$ cat config.mk
export PLATFORM = sky130hd
export DESIGN_NAME = rcl_stim_driver
export DESIGN_NICKNAME = d
export VERILOG_FILES = /design/src/rtl/rcl_stim_driver.sv
export SDC_FILE = /design/constraint.sdc
export NUM_CORES = 1
export LEC_CHECK = 0
export BUFFER_PORTS_ARGS = -buffer_cell sky130_fd_sc_hd__buf_4
export CORE_MARGIN = 3
export CORE_UTILIZATION = 55
export CTS_CLUSTER_DIAMETER = 150
export DETAILED_ROUTE_END_ITERATION = 8
export PLACE_DENSITY = 0.72
export SKIP_CTS_REPAIR_TIMING = 1
export SLEW_MARGIN = 40
export SYNTH_ARGS = -nofsm -noshare
export SYNTH_HDL_FRONTEND = slang
export SYNTH_SLANG_ARGS = --single-unit
$ cat constraint.sdc
create_clock -name clk -period 28.7 [get_ports clk]
set_input_delay 0 -clock clk [delete_from_list [all_inputs] [get_ports clk]]
set_output_delay 0 -clock clk [all_outputs]
set_load 0.05 [all_outputs]
$ cat src/rtl/rcl_stim_driver.sv
//------------------------------------------------------------------------------
// rcl_stim_driver : serialises one line/circle job to an RCL engine, awaits the
//                   reply and returns it with golden value, match and latency.
// Revision 1.0 - initial release
//------------------------------------------------------------------------------
`default_nettype none

module rcl_stim_driver #(
    parameter int TIMEOUT = 16,
    parameter int GAP     = 0
) (
    input  logic       clk,
    input  logic       rst,
    input  logic       job_valid,
    output logic       job_ready,
    input  logic [4:0] job_a,
    input  logic [4:0] job_b,
    input  logic [4:0] job_c,
    input  logic [4:0] job_m,
    input  logic [4:0] job_n,
    input  logic [4:0] job_k,
    output logic       in_valid,
    output logic [4:0] coef_L,
    output logic [4:0] coef_Q,
    input  logic       out_valid,
    input  logic [1:0] out,
    output logic       res_valid,
    input  logic       res_ready,
    output logic [1:0] res_out,
    output logic [1:0] res_expect,
    output logic       res_match,
    output logic       res_timeout,
    output logic [7:0] res_latency,
    output logic       spurious
);

    localparam logic [7:0] c_TIMEOUT  = 8'(TIMEOUT);
    localparam logic [3:0] c_GAP_LAST = 4'(GAP - 1);

    typedef enum logic [2:0] {
        S_IDLE  = 3'd0,
        S_SEND0 = 3'd1,
        S_SEND1 = 3'd2,
        S_SEND2 = 3'd3,
        S_WAIT  = 3'd4,
        S_HOLD  = 3'd5,
        S_GAP   = 3'd6
    } state_t;

    state_t r_state;
    state_t w_state_next;

    logic [4:0] r_a, r_b, r_c, r_m, r_n, r_k;
    logic [7:0] r_lat;
    logic [3:0] r_gap;
    logic       r_in_valid;
    logic [4:0] r_coef_l, r_coef_q;
    logic       r_res_valid;
    logic [1:0] r_res_out, r_res_expect;
    logic       r_res_match, r_res_timeout;
    logic [7:0] r_res_latency;
    logic       r_spurious;

    logic [7:0] w_lat_inc;
    logic       w_timeout_hit;

    assign w_lat_inc     = r_lat + 8'd1;
    assign w_timeout_hit = (w_lat_inc == c_TIMEOUT);

    // Golden model: everything widened to 22-bit signed so no product truncates.
    logic signed [21:0] w_a, w_b, w_c, w_m, w_n, w_k;
    logic signed [21:0] w_lhs, w_lin, w_rhs;
    logic        [1:0]  w_expect;

    assign w_a   = $signed({{17{r_a[4]}}, r_a});
    assign w_b   = $signed({{17{r_b[4]}}, r_b});
    assign w_c   = $signed({{17{r_c[4]}}, r_c});
    assign w_m   = $signed({{17{r_m[4]}}, r_m});
    assign w_n   = $signed({{17{r_n[4]}}, r_n});
    assign w_k   = $signed({17'd0, r_k});
    assign w_lhs = w_k * (w_a * w_a + w_b * w_b);
    assign w_lin = w_a * w_m + w_b * w_n + w_c;
    assign w_rhs = w_lin * w_lin;

    always_comb begin
        if (w_lhs > w_rhs) begin
            w_expect = 2'd2;
        end else if (w_lhs == w_rhs) begin
            w_expect = 2'd1;
        end else begin
            w_expect = 2'd0;
        end
    end

    always_ff @(posedge clk) begin
        if (rst) begin
            r_state <= S_IDLE;
        end else begin
            r_state <= w_state_next;
        end
    end

    always_comb begin
        w_state_next = r_state;
        case (r_state)
            S_IDLE:  if (job_valid) w_state_next = S_SEND0;
            S_SEND0: w_state_next = S_SEND1;
            S_SEND1: w_state_next = S_SEND2;
            S_SEND2: w_state_next = S_WAIT;
            S_WAIT:  if (out_valid || w_timeout_hit) w_state_next = S_HOLD;
            S_HOLD:  if (res_ready) w_state_next = (GAP > 0) ? S_GAP : S_IDLE;
            S_GAP:   if (r_gap == c_GAP_LAST) w_state_next = S_IDLE;
            default: w_state_next = S_IDLE;
        endcase
    end

    always_ff @(posedge clk) begin
        if (rst) begin
            r_a           <= '0;
            r_b           <= '0;
            r_c           <= '0;
            r_m           <= '0;
            r_n           <= '0;
            r_k           <= '0;
            r_lat         <= '0;
            r_gap         <= '0;
            r_in_valid    <= 1'b0;
            r_coef_l      <= '0;
            r_coef_q      <= '0;
            r_res_valid   <= 1'b0;
            r_res_out     <= '0;
            r_res_expect  <= '0;
            r_res_match   <= 1'b0;
            r_res_timeout <= 1'b0;
            r_res_latency <= '0;
            r_spurious    <= 1'b0;
        end else begin
            if (r_state == S_IDLE && job_valid) begin
                r_a <= job_a;
                r_b <= job_b;
                r_c <= job_c;
                r_m <= job_m;
                r_n <= job_n;
                r_k <= job_k;
            end

            // SEND0 is only entered from an accept, so it takes the live job inputs.
            r_in_valid <= 1'b0;
            r_coef_l   <= '0;
            r_coef_q   <= '0;
            case (w_state_next)
                S_SEND0: begin
                    r_in_valid <= 1'b1;
                    r_coef_l   <= job_a;
                    r_coef_q   <= job_m;
                end
                S_SEND1: begin
                    r_in_valid <= 1'b1;
                    r_coef_l   <= r_b;
                    r_coef_q   <= r_n;
                end
                S_SEND2: begin
                    r_in_valid <= 1'b1;
                    r_coef_l   <= r_c;
                    r_coef_q   <= r_k;
                end
                default: ;
            endcase

            if (r_state == S_SEND2) begin
                r_lat <= '0;
            end else if (r_state == S_WAIT) begin
                r_lat <= w_lat_inc;
            end

            if (r_state == S_WAIT && w_state_next == S_HOLD) begin
                r_res_out     <= out_valid ? out : 2'd0;
                r_res_timeout <= ~out_valid;
                r_res_latency <= w_lat_inc;
                r_res_expect  <= w_expect;
                r_res_match   <= out_valid && (out == w_expect);
            end
            r_res_valid <= (w_state_next == S_HOLD);

            if (r_state == S_HOLD) begin
                r_gap <= '0;
            end else if (r_state == S_GAP) begin
                r_gap <= r_gap + 4'd1;
            end

            if (out_valid && r_state != S_WAIT) begin
                r_spurious <= 1'b1;
            end
        end
    end

    assign job_ready   = (r_state == S_IDLE);
    assign in_valid    = r_in_valid;
    assign coef_L      = r_coef_l;
    assign coef_Q      = r_coef_q;
    assign res_valid   = r_res_valid;
    assign res_out     = r_res_out;
    assign res_expect  = r_res_expect;
    assign res_match   = r_res_match;
    assign res_timeout = r_res_timeout;
    assign res_latency = r_res_latency;
    assign spurious    = r_spurious;

endmodule

`default_nettype wire

### Word level (Yosys, flattened, before mapping)

Cells that the tools add are included.

| operators by class | value |
|---|---|
| $mul | 6 |
| bitwise operators | 1 |
| add/subtract/negate cells | 5 |
| equal/unequal tests | 15 |
| order comparisons | 1 |
| mux-type cells | 11 |
| reduce and logical (&&, ||, !) cells | 9 |

Operator list:

| kind | count |
|---|---|
| 5-bit by 5-bit multiplier with 10-bit output | 4 |
| 5-bit one-hot mux with 3 select lines | 2 |
| 10-bit by 10-bit adder with 11-bit output | 2 |
| 17-bit by 22-bit == test with 1-bit output | 1 |
| 17-bit by 22-bit > comparator with 1-bit output | 1 |
| 12-bit by 12-bit multiplier with 22-bit output | 1 |
| 3-bit one-hot mux with 7 select lines | 1 |
| 6-bit by 11-bit multiplier with 17-bit output | 1 |
| 11-bit by 5-bit adder with 12-bit output | 1 |
| 3-bit by 2-bit == test with 1-bit output, second input constant | 4 |
| 3-bit == test, second input constant | 4 |
| 3-bit two-way mux | 4 |
| 8-bit by 1-bit adder with 8-bit output, second input constant | 1 |
| 8-bit by 5-bit == test with 1-bit output, second input constant | 1 |
| 3-bit by 1-bit == test with 1-bit output, second input constant | 2 |
| 4-bit by 1-bit adder with 4-bit output, second input constant | 1 |
| 4-bit == test, second input constant | 1 |
| 1-bit logical AND | 4 |
| 2-bit two-way mux | 2 |
| 2-bit OR reduction | 2 |
| 3-bit zero test | 1 |
| 3-bit != test, second input constant | 1 |
| 3-bit OR reduction | 1 |
| 2-bit == test | 1 |
| 3 further kinds | 4 |

| word-level totals | value |
|---|---|
| register bits | 72 |
| output and inout bits | 28 |

### Longest topological paths before layout

| logic depth | value |
|---|---|
| depth in word-level cells | 9 |
| mapped depth | 48 |
| gate-level depth less buffers | 47 |

### Least setup slack after synthesis

No wires, ideal clock.

| path | value |
|---|---|
| path type | reg2reg |
| from | register r_a[2] |
| to | register r_res_match (netlist: res_match) |
| period minus slack after synthesis | 10.972 ns |
| path buffers | 1 |
| cell stages (with the launch flop) | 47 |
| path slack | 17.728 ns |
| data arrival time | 10.914 ns |
| cells stage by stage | dfxtp_1 clkbuf_1 nand2_1 fa_1 inv_1 fa_1 inv_1 fa_1 inv_1 fa_1 inv_1 fa_1 inv_1 ha_1 a21o_1 a221oi_2 a21oi_2 a21o_1 [11 not listed] fa_1 inv_1 ha_1 or2_2 a21oi_1 o211ai_1 a31oi_1 o21bai_1 a21oi_1 xor2_1 ha_1 nand4_1 or3_1 nor4_2 xnor2_1 nand4_1 mux2_2 nand2_1 |

| on the way | value |
|---|---|
| word-level cells in the longest chain between the ends | 9 |
| elaborated cells between the ends (all ways) | 13 |
| classes of those cells | 3 x add/sub; 4 x mul; 1 x order compare; 2 x eq/ne; 2 x mux; 1 x reduce/logical |

RTL lines:

| what | line | RTL |
|---|---|---|
| from (decl) | 53 | `logic [4:0] r_a, r_b, r_c, r_m, r_n, r_k;` |
| from (signal assigned) | 139 | `r_a <= job_a;` |
| parallel branches: the longest is 6 deep, another holds 12-bit by 12-bit multiplier with 22-bit output | - |  |
| 2-bit two-way mux * | 86 | `if (w_lhs > w_rhs) begin` |
| 2-bit == test * | 181 | `r_res_match <= out_valid && (out == w_expect);` |
| 1-bit logical AND * | 181 |  |
| to (signal assigned) | 181 |  |
| to (decl) | 60 | `logic r_res_match, r_res_timeout;` |

Every way passes the cells marked *.
A chain may end at the register's enable or synchronous reset.

### Worst setup path in the final report

| path | value |
|---|---|
| from | register r_b[4] |
| to | register r_res_match (netlist: res_match) |

| on the way | value |
|---|---|
| word-level cells in the longest chain between the ends | 9 |
| elaborated cells between the ends (all ways) | 13 |
| classes of those cells | 3 x add/sub; 4 x mul; 1 x order compare; 2 x eq/ne; 2 x mux; 1 x reduce/logical |

RTL lines:

| what | line | RTL |
|---|---|---|
| from (decl) | 53 |  |
| from (signal assigned) | 140 | `r_b <= job_b;` |
| parallel branches: the longest is 6 deep, another holds 12-bit by 12-bit multiplier with 22-bit output | - |  |
| 2-bit two-way mux * | 86 |  |
| 2-bit == test * | 181 |  |
| 1-bit logical AND * | 181 |  |

Marked as above.

==> run summary <==
### Detailed routing
• **WL/cell** 15.2 µm
• **DRC violation count after routing** 0
• **first drt pass iteration count** 5
• **vias per cell** 5.33
• **initial detailed-routing violation count** 609
• **vias after detailed routing** 10800
• **wire length after detailed routing** 31000 µm
• **number of nets with antenna violations after routing** 0

### Status
• **outcome** complete, but fails checks
• **violations in the final reports** negative hold slack

### Critical path
• **number of buffer and inverter instances along the worst setup path** 9
• **type of the worst setup path** reg -> reg
• **end of the worst register-to-register path** res_match
• **largest incremental delay on the critical path** 0.64 ns
• **slowest library cell on the worst path** dfxtp_1
• **Crit path arrival time** 12.72 ns
• **startpoint type of the worst setup path** flip-flop
• **Crit path max-delay family** adder cells
• **count of cells along the worst register-to-register path** 44
• **reg-to-reg startpoint** r_b[4]
• **endpoint type of the worst setup path** flip-flop
• **WP data required** 28.98 ns
• **largest fanout of any net on the critical path** 16
• **reg-to-reg slack, setup** 16.26 ns
• **cell seen most often among critical-path stages** fa_1

### Global routing
• **pin count of the biggest net entering global routing** 57
• **remaining global-route overflow** 0
• **number of global-route vias before repair** 11200
• **antenna violations before repair** 0
• **global-route wire length before repair** 52700 µm
• **gr usage total** 0.224

### CTS
• **clock-pin slew on the worst setup and hold paths** 0.05 ns
• **maximum number of buffers from clock root to sink** 2
• **H-Tree Depth** 3
• **cell chosen for the clock root** clkbuf_16
• **clock latency at the later pin of the worst-skew pair** 0.34 ns
• **CTS tree** yes
• **clock buffer count from CTS** 9
• **sinks on the clock net** 72

### Logic synthesis
• **average cell area after synthesis** 8.78 µm²
• **number of synthesized flops with an enable pin** 0
• **Post-Synthesis Cells** 1642
• **flop and latch count out of synthesis** 72
• **Syn Std Cell Area** 0.0144 mm²
• **part of the Yosys area used for sequential elements** 0.100
• **count of distinct cell types in the synthesized netlist** 63
• **share of the synthesized area in the top cell type** 0.355
• **cell type with the largest total area after synthesis** fa_1
• **primary flip-flop cell chosen by synthesis mapping** dfxtp_1
• **largest cells by area after synthesis** fa_1 36%, ha_1 14%, dfxtp_1 10%, inv_1 9.3%, nand2_1 4.7%
• **fraction of registers with async set or reset after synthesis** 0
• **YS warnings** 0
• **Post-Synthesis Net Count** 2101

### Worst hold path
• **Hold Startpoint** out[1]
• **worst hold path type** in -> reg
• **Min-Delay Endpoint** res_out[1]
• **cell depth of the worst hold path** 3

### Placed design
• **Port Buffer Count** 64
• **Post-DP HPWL** 25700 µm
• **number of cells after detailed placement** 1988
• **cell area after placement** 0.0151 mm²
• **GP Congestion** 0.913

### STA
• **number of pins with negative max-slew slack in the final report** 0
• **Max-Slew Margin vs Limit** 0.450
• **final setup violation count** 0
• **worst hold-check slack** -0.0403 ns
• **Worst Clk Skew** 0.00646 ns
• **total negative setup slack** 0 ns
• **min Tclk post-route** 12.44 ns
• **Tcrit/Tclk final** 0.433
• **Slew @ Worst Pin** 0.822 ns
• **Final Hold Vio Count** 2
• **highest clock frequency the design can meet** 80.4 MHz
• **unrepaired setup endpoints after global routing** no

### Cells and area
• **Final Net Count** 2157
• **final std cells w/o fill** 2033
• **Layout Area Growth over Synthesis** 8.90%
• **final standard cell area without fillers** 0.0157 mm²
• **leading cell type in the layout, fill and taps excluded** inv_1
• **ant diodes** 0
• **commonest cells after routing, fill and taps aside** 359 x inv_1, 256 x fa_1, 179 x nand2_1
• **share of cells above drive strength 1** 0.0605

### Floorplan
• **starting density of the core** 0.566
• **Placeable Area** 0.0255 mm²
• **I/O pin count** 65
• **Die ar.** 0.0282 mm²
• **Horiz. Die Dim** 168 µm
• **die boundary height** 168 µm
• **number of cell rows** 58

### Job
• **number of max-cap violations** 0

[worst reg2reg max path: cells and delay by family (launching register included)]
family	cells	cell delay (ns)
flops	1	0.64
compound gates	9	1.81
mux	1	0.28
simple gates	9	2.26
fa+ha+maj	13	5.90
buf+inv	9	0.81
xor+xnor	3	0.71
[layout make-up]
type	instances	area, µm²
multi-input cells	1155	11400
fillers	2175	9770
flip-flops and latches	72	1440
inverters	365	1370
repair buffers	95	786
well taps	330	413
clock buffers	14	274
clock inverters	2	12.5
[Yosys cell counts, types with 3 or more instances]
cell	n
a211oi_1	10
a21o_1	21
a21oi_1	94
a22o_1	11
a31oi_1	3
a41oi_1	3
and2_1	79
and3_1	7
buf_4	3
clkbuf_1	43
clkinv_1	4
dfxtp_1	72
fa_1	256
ha_1	166
inv_1	359
mux2_2	3
nand2_1	180
nand2b_1	21
nand3_1	17
nand3b_1	3
nand4_1	10
nor2_1	74
nor2b_1	18
nor3_1	17
o21a_1	9
o21ai_0	23
o21bai_1	9
or2_2	5
or3_1	6
xnor2_1	56
xor2_1	21
[layer usage]
metal | routed length [µm] | GRT usage | up-vias | share of wire
met1 | 13600 | 0.300 | 5396 | 0.44
met5 | 0 | 0 | - | 0
li1 | - | - | 5160 | -
met4 | 428 | 0.0342 | 0 | 0.014
met2 | 15700 | 0.400 | 252 | 0.51
met3 | 1280 | 0.0279 | 37 | 0.041
[how the worst max path moves through the flow]
stage                      to  startpoint  slack, ns  depth (start not counted)
CTS                 res_match      r_b[4]      16.26                         44
finish              res_match      r_b[4]      16.26                         44
global placement    res_match      r_b[4]      16.66                         44
detailed placement  res_match      r_b[4]      16.28                         44
floorplan           res_match      r_a[2]      17.73                         46
global route        res_match      r_b[4]      15.52                         44
[through the flow]
step / hold WS, ns / utilization / setup slack (ns)
after floorplan: 0.136 / - / 17.73
after global placement: 0.256 / 0.593 / 16.66
after detailed placement: 0.261 / 0.594 / 16.28
after CTS: -0.0865 / 0.605 / 16.26
after global routing: 0.000395 / 0.617 / 15.52
final: -0.0403 / 0.617 / 16.26
[cells by family after synthesis]
| group | count (synthesis) | share of synthesized area |
|---|---|---|
| AND/OR/NAND/NOR | 445 | 0.148 |
| adder cells (fa/ha/maj) | 422 | 0.499 |
| buffers and inverters | 415 | 0.110 |
| AO/OA/AOI/OAI | 205 | 0.0895 |
| XOR/XNOR | 79 | 0.0503 |
| flip-flops | 72 | 0.100 |
| multiplexers | 4 | 0.00304 |
Power is not shown: default switching activity piles up to over one toggle a cycle in this logic, so the estimate is an artifact.
